[config.mk]
export PLATFORM = sky130hd
export DESIGN_NAME = axerr_monitor
export DESIGN_NICKNAME = d
export VERILOG_FILES = /design/src/rtl/axerr_monitor.sv
export SDC_FILE = /design/constraint.sdc
export NUM_CORES = 1
export LEC_CHECK = 0
export ABC_AREA = 1
export BUFFER_PORTS_ARGS = -buffer_cell sky130_fd_sc_hd__buf_2
export CAP_MARGIN = 25
export CORE_MARGIN = 10
export CORE_UTILIZATION = 49
export DETAILED_ROUTE_END_ITERATION = 10
export PLACE_DENSITY = 0.8
export SLEW_MARGIN = 20
export SYNTH_ARGS = -nofsm -noshare
export SYNTH_HDL_FRONTEND = slang
export SYNTH_SLANG_ARGS = --single-unit
export TNS_END_PERCENT = 30
[constraint.sdc]
create_clock -name clk_i -period 4.7 [get_ports clk_i]
set_input_delay 0.47 -clock clk_i [delete_from_list [all_inputs] [get_ports clk_i]]
set_output_delay 0.47 -clock clk_i [all_outputs]
set_load 0.03 [all_outputs]
[src/rtl/axerr_monitor.sv]
// Error-metric collector: accumulates error distance, error count and sample
// count between paired approximate/exact sums. Max tracking is built only when AXERR_MAX_EN is defined.
module axerr_monitor #(
  parameter int N     = 32,
  parameter int CNT_W = 16,
  parameter int ACC_W = 48
) (
  input  logic             clk_i,
  input  logic             rst_ni,
  input  logic             start_i,
  input  logic [CNT_W-1:0] len_i,
  input  logic             valid_i,
  output logic             ready_o,
  input  logic [N-1:0]     apx_s_i,
  input  logic             apx_c_i,
  input  logic [N-1:0]     exa_s_i,
  input  logic             exa_c_i,
  output logic             busy_o,
  output logic             done_o,
  output logic [ACC_W-1:0] sum_ed_o,
  output logic [CNT_W-1:0] err_cnt_o,
  output logic [CNT_W-1:0] smp_cnt_o,
  output logic [N:0]       max_ed_o
);

  localparam int EW = N + 1;

  typedef enum logic [1:0] {IDLE, RUN, DRAIN, DONE} state_t;

  state_t           state_reg, state_next;
  logic [CNT_W-1:0] len_reg;
  logic [CNT_W-1:0] smp_cnt_reg;
  logic [CNT_W-1:0] err_cnt_reg;
  logic [ACC_W-1:0] sum_ed_reg;
  logic             s1_valid_reg;
  logic [EW-1:0]    s1_ed_reg;
  logic             s1_nz_reg;

  logic [EW-1:0]    exa_v, apx_v, ed;
  logic             accept, start_take, last_acc;
  logic [ACC_W:0]   sum_wide;
  logic [ACC_W-1:0] sum_sat;

  assign exa_v = {exa_c_i, exa_s_i};
  assign apx_v = {apx_c_i, apx_s_i};
  assign ed    = (exa_v >= apx_v) ? (exa_v - apx_v) : (apx_v - exa_v);

  assign ready_o    = (state_reg == RUN);
  assign busy_o     = (state_reg == RUN) || (state_reg == DRAIN);
  assign done_o     = (state_reg == DONE);
  assign accept     = valid_i && ready_o;
  assign start_take = (state_reg == IDLE) && start_i;
  assign last_acc   = accept && ((smp_cnt_reg + CNT_W'(1)) == len_reg);

  // One guard bit catches the carry so the accumulator clamps instead of wrapping
  assign sum_wide = {1'b0, sum_ed_reg} + (ACC_W+1)'(s1_ed_reg);
  assign sum_sat  = sum_wide[ACC_W] ? {ACC_W{1'b1}} : sum_wide[ACC_W-1:0];

  always_comb begin
    state_next = state_reg;
    case (state_reg)
      IDLE:    if (start_i) state_next = (len_i != '0) ? RUN : DONE;
      RUN:     if (last_acc) state_next = DRAIN;
      DRAIN:   state_next = DONE;
      DONE:    state_next = IDLE;
      default: state_next = IDLE;
    endcase
  end

  always_ff @(posedge clk_i or negedge rst_ni) begin
    if (!rst_ni) begin
      state_reg    <= IDLE;
      len_reg      <= '0;
      smp_cnt_reg  <= '0;
      err_cnt_reg  <= '0;
      sum_ed_reg   <= '0;
      s1_valid_reg <= 1'b0;
      s1_ed_reg    <= '0;
      s1_nz_reg    <= 1'b0;
    end else begin
      state_reg    <= state_next;
      s1_valid_reg <= accept;
      if (accept) begin
        s1_ed_reg   <= ed;
        s1_nz_reg   <= (ed != '0);
        smp_cnt_reg <= smp_cnt_reg + CNT_W'(1);
      end
      if (start_take) begin
        len_reg      <= len_i;
        smp_cnt_reg  <= '0;
        err_cnt_reg  <= '0;
        sum_ed_reg   <= '0;
        s1_valid_reg <= 1'b0;
      end else if (s1_valid_reg) begin
        sum_ed_reg  <= sum_sat;
        err_cnt_reg <= err_cnt_reg + {{(CNT_W-1){1'b0}}, s1_nz_reg};
      end
    end
  end

  assign sum_ed_o  = sum_ed_reg;
  assign err_cnt_o = err_cnt_reg;
  assign smp_cnt_o = smp_cnt_reg;

`ifdef AXERR_MAX_EN
  logic [EW-1:0] max_ed_reg;

  always_ff @(posedge clk_i or negedge rst_ni) begin
    if (!rst_ni) begin
      max_ed_reg <= '0;
    end else if (start_take) begin
      max_ed_reg <= '0;
    end else if (s1_valid_reg && (s1_ed_reg > max_ed_reg)) begin
      max_ed_reg <= s1_ed_reg;
    end
  end

  assign max_ed_o = max_ed_reg;
`else
  assign max_ed_o = '0;
`endif

endmodule
Word-level counts from Yosys, hierarchy flattened
Cells that the tools add are included.

Register bits: 133. Input port bits: 86. Output and inout bits: 116. Logic and storage cells: 43.

$add $sub $neg: 5. Magnitude comparators: 1. Eq/ne operators: 6. Multiplexer cells: 13. Reduce and logical (&&, ||, !) cells: 10.

Operator list (count): 2-to-1 mux 48 bit (3); subtractor 33 bit (2); 2-to-1 mux 16 bit (4); adder 48 x 33 -> 49 bit (1); >= comparator 33 bit (1); 2-to-1 mux 33 bit (1); nonzero test 33 bit (1); adder 16 x 1 -> 16 bit (1); adder 16 x 1 -> 16 bit, second input constant (1); equality test 16 bit (1); nonzero test 16 bit (1); one-hot mux 2 bit (4 select lines) (1); 2-to-1 mux 2 bit (3); equality test 2 bit, second input constant (2); nonzero test 2 bit (2); logical AND 1 bit (3); equality test 2 x 1 -> 1 bit, second input constant (1); logical NOT 2 bit (1); inequality test 2 x 1 -> 1 bit, second input constant (1); inequality test 2 bit, second input constant (1); AND reduction 2 bit (1); logical OR 1 bit (1); 2-to-1 mux 1 bit (1).

Longest topological paths before layout
Depth after elaboration: 5. Depth in mapped cells: 23. Depth with buffers taken out: 22.

Worst setup path after synthesis
OpenSTA, ideal clock, no wires.

Path type: reg-to-reg. Start point: register sum_ed_reg[0] (netlist: sum_ed_o[0]). End point: register sum_ed_reg[46] (netlist: sum_ed_o[46]). Setup time: 0.083 ns. Arrival time: 2.533 ns. Required time: 4.617 ns. Slack: 2.085 ns. Stages on the path, launching flop included: 16. Buffers on the path: 1. Clock period less this slack: 2.615 ns. Path through: dfrtp_1 > ha_1 > inv_1 > fa_1 > nor3_1 > nor2_1 > o21ai_1 > nand2_1 > nand2_1 > nand3_1 > nand3_1 > inv_1 > buf_2 > nand3_1 > nand2_1 > o21ai_0.

Longest elaborated chain between the ends: 4.

RTL lines: start: declaration (line 34) `logic [ACC_W-1:0] sum_ed_reg;`; start signal: assignment (line 95) `sum_ed_reg <= sum_sat;`; adder 48 x 33 -> 49 bit (line 56) `assign sum_wide = {1'b0, sum_ed_reg} + (ACC_W+1)'(s1_ed_reg);`; 2-to-1 mux 48 bit (line 57) `assign sum_sat = sum_wide[ACC_W] ? {ACC_W{1'b1}} : sum_wide[ACC_W-1:0];`; 2-to-1 mux 48 bit (line 94) `end else if (s1_valid_reg) begin`; 2-to-1 mux 48 bit (line 88) `if (start_take) begin`.

No other way between the ends. The select of a mux whose other input is x is not followed. A chain may end at the register's enable or synchronous reset.

Final worst setup path
Start point: register s1_ed_reg[0]. End point: register sum_ed_reg[38] (netlist: sum_ed_o[38]).

Longest elaborated chain between the ends: 4.

RTL lines: start: declaration (line 36) `logic [EW-1:0] s1_ed_reg;`; start signal: assignment (line 78) `s1_ed_reg <= '0;`; start signal: assignment (line 84) `s1_ed_reg <= ed;`; adder 48 x 33 -> 49 bit (line 56); 2-to-1 mux 48 bit (line 57); 2-to-1 mux 48 bit (line 94); 2-to-1 mux 48 bit (line 88).

No other way between the ends. The select of a mux whose other input is x is not followed.

==> results.tsv <==
stage	metric	value	unit
status	status	complete, no violations	
clock_network	path_clk_slew	70	ps
timing	fin_skew	13.3	ps
placement	place_hpwl	39000	um
clock_network	clkLatencyLatePin	430	ps
timing	setup_tns	0	ps
power_and_ir_drop	ir_drop	0.309	mV
placement	place.port_buffers	168	
synthesis	synth_edf_count	0	
clock_network	cts_buffers	17	
clock_network	clock_sinks	133	
drt	drt_wl_total	46800	um
global_route	grt_pass1_wl	74800	um
drt	drt_iter0_markers	1210	
timing	finalSetupViolCount	0	
synthesis	ys_types	49	
job	max_cap_violations	0	
synthesis	yosys_warnings	0	
worst_setup_path	endpoint_kind	register	
clock_network	htree_levels	4	
drt	vias	15306	
timing	max_slew.worst_pin.slew	850	ps
timing	max_freq	318	MHz
drt	viasPerCell	5.23	
floorplan	die_h	191	um
synthesis	synth_top_cell_by_area	dfrtp_1	
timing	hold_violations	0	
finish	largest_reg_flops	48	
global_route	grt_start_max_net_pins	91	
global_route	grt.total_usage	0.251	
synthesis	synth_ff_type	dfrtp_1	
drt	wl_per_cell	16.0	um
power_and_ir_drop	powerDensity	484	nW/um^2
floorplan	design.die.area	36600	um^2
timing	final_max_slew_viol_count	0	
clock_network	cts_root_buffer	clkbuf_16	
global_route	grt_overflow	0	
synthesis	netlist_area	14400	um^2
worst_setup_path	crit_fanout	4	
worst_setup_path	arrival	3430	ps
floorplan	fp.dieW	191	um
timing	finalCriticalPeriod	3150	ps
drt	dr.pass1.iters	7	
finish	multi_input_area	9090	um^2
clock_network	cts_hold_buf	0	
timing	rsz0062_at_grt	no	
finish	nNetsFinal	2723	
synthesis	synth_area_leaders	dfrtp_1 (23%), nand2_1 (22%), inv_1 (11%), ha_1 (9.2%), nor2_1 (4.7%)	
clock_network	cts_tree	built	
finish	drive_gt1_frac	0.101	
timing	hold-worst-slack	99.7	ps
finish	seq_area	3330	um^2
placement	place_area	15400	um^2
floorplan	rows	62	
finish	fillers	2978	
worst_setup_path	worstPathCellList	ha_1 -> inv_1 -> fa_1 -> nor3_1 -> nor2_1 -> o21ai_1 -> a21oi_1 -> o21ai_1 -> nand2_1 -> nand3b_1 -> nand3_1 -> nand2_1 -> o21ai_0	
clock_network	post_cts.repair.setup_buffers	0	
floorplan	io_pins	202	
synthesis	synth_area_per_cell	6.03	um^2
worst_setup_path	cp_slowest_stage_delay	460	ps
worst_setup_path	critical_path_class	reg -> reg	
synthesis	synth_top_area_frac	0.231	
timing	slew_headroom	0.433	
timing	period_share	0.669	
worst_hold_path	hold_class	in -> async	
drt	remaining_drc_errors	0	
placement	gp_congestion	0.967	
worst_setup_path	crit_slowest_cell	fa_1	
global_route	grt_pass1_vias	14825	
clock_network	cts_buffer_depth	2	
floorplan	coreArea	28900	um^2
power_and_ir_drop	power_leakage	0.00924	uW
synthesis	synthArstFlopShare	1.00	
clock_network	cts_resized	0	
finish	syn2layout_area_growth	11.4	%
synthesis	syn_inst	2383	
worst_setup_path	start_kind	register	
synthesis	synth-seq-cells	133	
finish	fin_area	16000	um^2
worst_setup_path	crit_family	compound AO/OA/AOI/OAI gates	
floorplan	start_util	0.498	
worst_setup_path	cp_num_buf_inv	1	
finish	diodes	0	
synthesis	ys_seq_area_frac	0.231	
global_route	antenna_found_initial	0	
drt	antenna_left	0	
worst_setup_path	cp.required	4980	ps
[cell type report]
cell class	instances	area share
multi-input cells	1779	0.567
clock buffers	19	0.0276
repair buffers	176	0.0579
clock inverters	13	0.0107
flip-flops and latches	133	0.208
inverters	421	0.0988
well taps	384	0.0300
[routing by layer]
layer	part of all wire	track usage	routed length, um	up-vias
met3	0.048	0.0231	2270	81
met2	0.49	0.442	23000	464
met4	0.034	0.0998	1580	0
met1	0.43	0.310	20000	7093
met5	0	0	0	-
li1	-	-	-	7668
[kinds of logic after synthesis]
| kind of cell | Yosys count | synth area share |
|---|---|---|
| buffers and inverters | 503 | 0.145 |
| adders and majority gates | 109 | 0.0964 |
| xor gates and xnor gates | 77 | 0.0479 |
| AOI/OAI and AO/OA | 284 | 0.110 |
| other | 1 | 0.000261 |
| DFF | 133 | 0.231 |
| and+or+nand+nor | 1275 | 0.368 |
| muxes | 1 | 0.000696 |
[cells in the mapped netlist, types with 8 or more instances]
cell / number
inv_1: 410
o22ai_1: 13
nand4_1: 31
nor2_2: 8
nand2_2: 15
clkbuf_1: 22
a21o_1: 13
o21ai_1: 8
nor2_1: 181
a21oi_1: 89
buf_2: 8
nor3_1: 27
a31oi_1: 29
dfrtp_1: 133
nor2_4: 8
nand2_1: 843
nand3b_1: 8
nor4_1: 12
o21ai_0: 104
xnor2_1: 16
xor2_1: 60
o21bai_1: 13
buf_4: 38
ha_1: 106
nand3_1: 131
[report_power, final]
| group | switching, uW | internal (uW) |
|---|---|---|
| combinational | 3020 | 1460 |
| sequential | 365 | 1510 |
| clock | 547 | 857 |
| total | 3930 | 3830 |
[per-stage QoR]
step | total power (uW) | cells | setup slack, ps | util
CTS | 7710 | 2924 | 1650 | 0.554
global route | 8360 | 2925 | 1400 | 0.555
global placement | 6190 | 2892 | 1460 | 0.533
finish | 7760 | 2925 | 1550 | 0.555
detailed placement | 6260 | 2892 | 1430 | 0.533
floorplan | 5040 | 2415 | 2080 | -
[cell usage in the layout (no fill, tap or decap), types with 2 or more instances in the layout]
| cell type | synthesis | routed |
|---|---|---|
| nor3_1 | 27 | 27 |
| xnor2_1 | 16 | 16 |
| a21o_1 | 13 | 13 |
| nor2_2 | 8 | 9 |
| or2_2 | 5 | 5 |
| inv_2 | 6 | 6 |
| o21bai_1 | 13 | 13 |
| nand2_1 | 843 | 843 |
| conb_1 | 1 | 33 |
| o22ai_1 | 13 | 13 |
| a31o_2 | 2 | 2 |
| clkinvlp_4 | 0 | 2 |
| nand3b_1 | 8 | 8 |
| clkbuf_16 | 0 | 17 |
| a31oi_1 | 29 | 29 |
| nor2_4 | 8 | 8 |
| nand4_1 | 31 | 31 |
| fa_1 | 3 | 3 |
| buf_4 | 38 | 7 |
| o21ai_1 | 8 | 8 |
| nand3_1 | 131 | 131 |
| inv_1 | 410 | 410 |
| o211ai_1 | 3 | 3 |
| buf_2 | 8 | 167 |
| clkinv_1 | 4 | 4 |
| a22o_1 | 2 | 2 |
| a21boi_0 | 2 | 2 |
| clkinv_4 | 0 | 3 |
| inv_6 | 0 | 4 |
| dfrtp_1 | 133 | 133 |
| nor2_1 | 181 | 180 |
| xor2_1 | 60 | 60 |
| o21ai_0 | 104 | 104 |
| o21a_1 | 3 | 3 |
| ha_1 | 106 | 106 |
| nor3b_1 | 2 | 2 |
| nor4_1 | 12 | 12 |
| a21oi_1 | 89 | 89 |
| nand2_2 | 15 | 15 |
| bufinv_16 | 0 | 3 |
[final timing paths]
kind / from / end / slack [ps] / depth (start not counted)
worst min register to register: len_reg[3]$_DFFE_PN0P_ / len_reg[3]$_DFFE_PN0P_ / 500 / 2
min in group clk_i: len_i[0] / len_reg[0]$_DFFE_PN0P_ / 270 / 3
max in group asynchronous: rst_ni / s1_ed_reg[9]$_DFFE_PN0P_ / 3540 / 2
worst max register to register: s1_ed_reg[0]$_DFFE_PN0P_ / sum_ed_o[38]$_DFFE_PN0P_ / 1550 / 13
worst max-delay path: s1_ed_reg[0]$_DFFE_PN0P_ / sum_ed_o[38]$_DFFE_PN0P_ / 1550 / 13
worst min-delay path: rst_ni / sum_ed_o[47]$_DFFE_PN0P_ / 100 / 1
No activity file was read; power rests on OpenSTA's default activity.
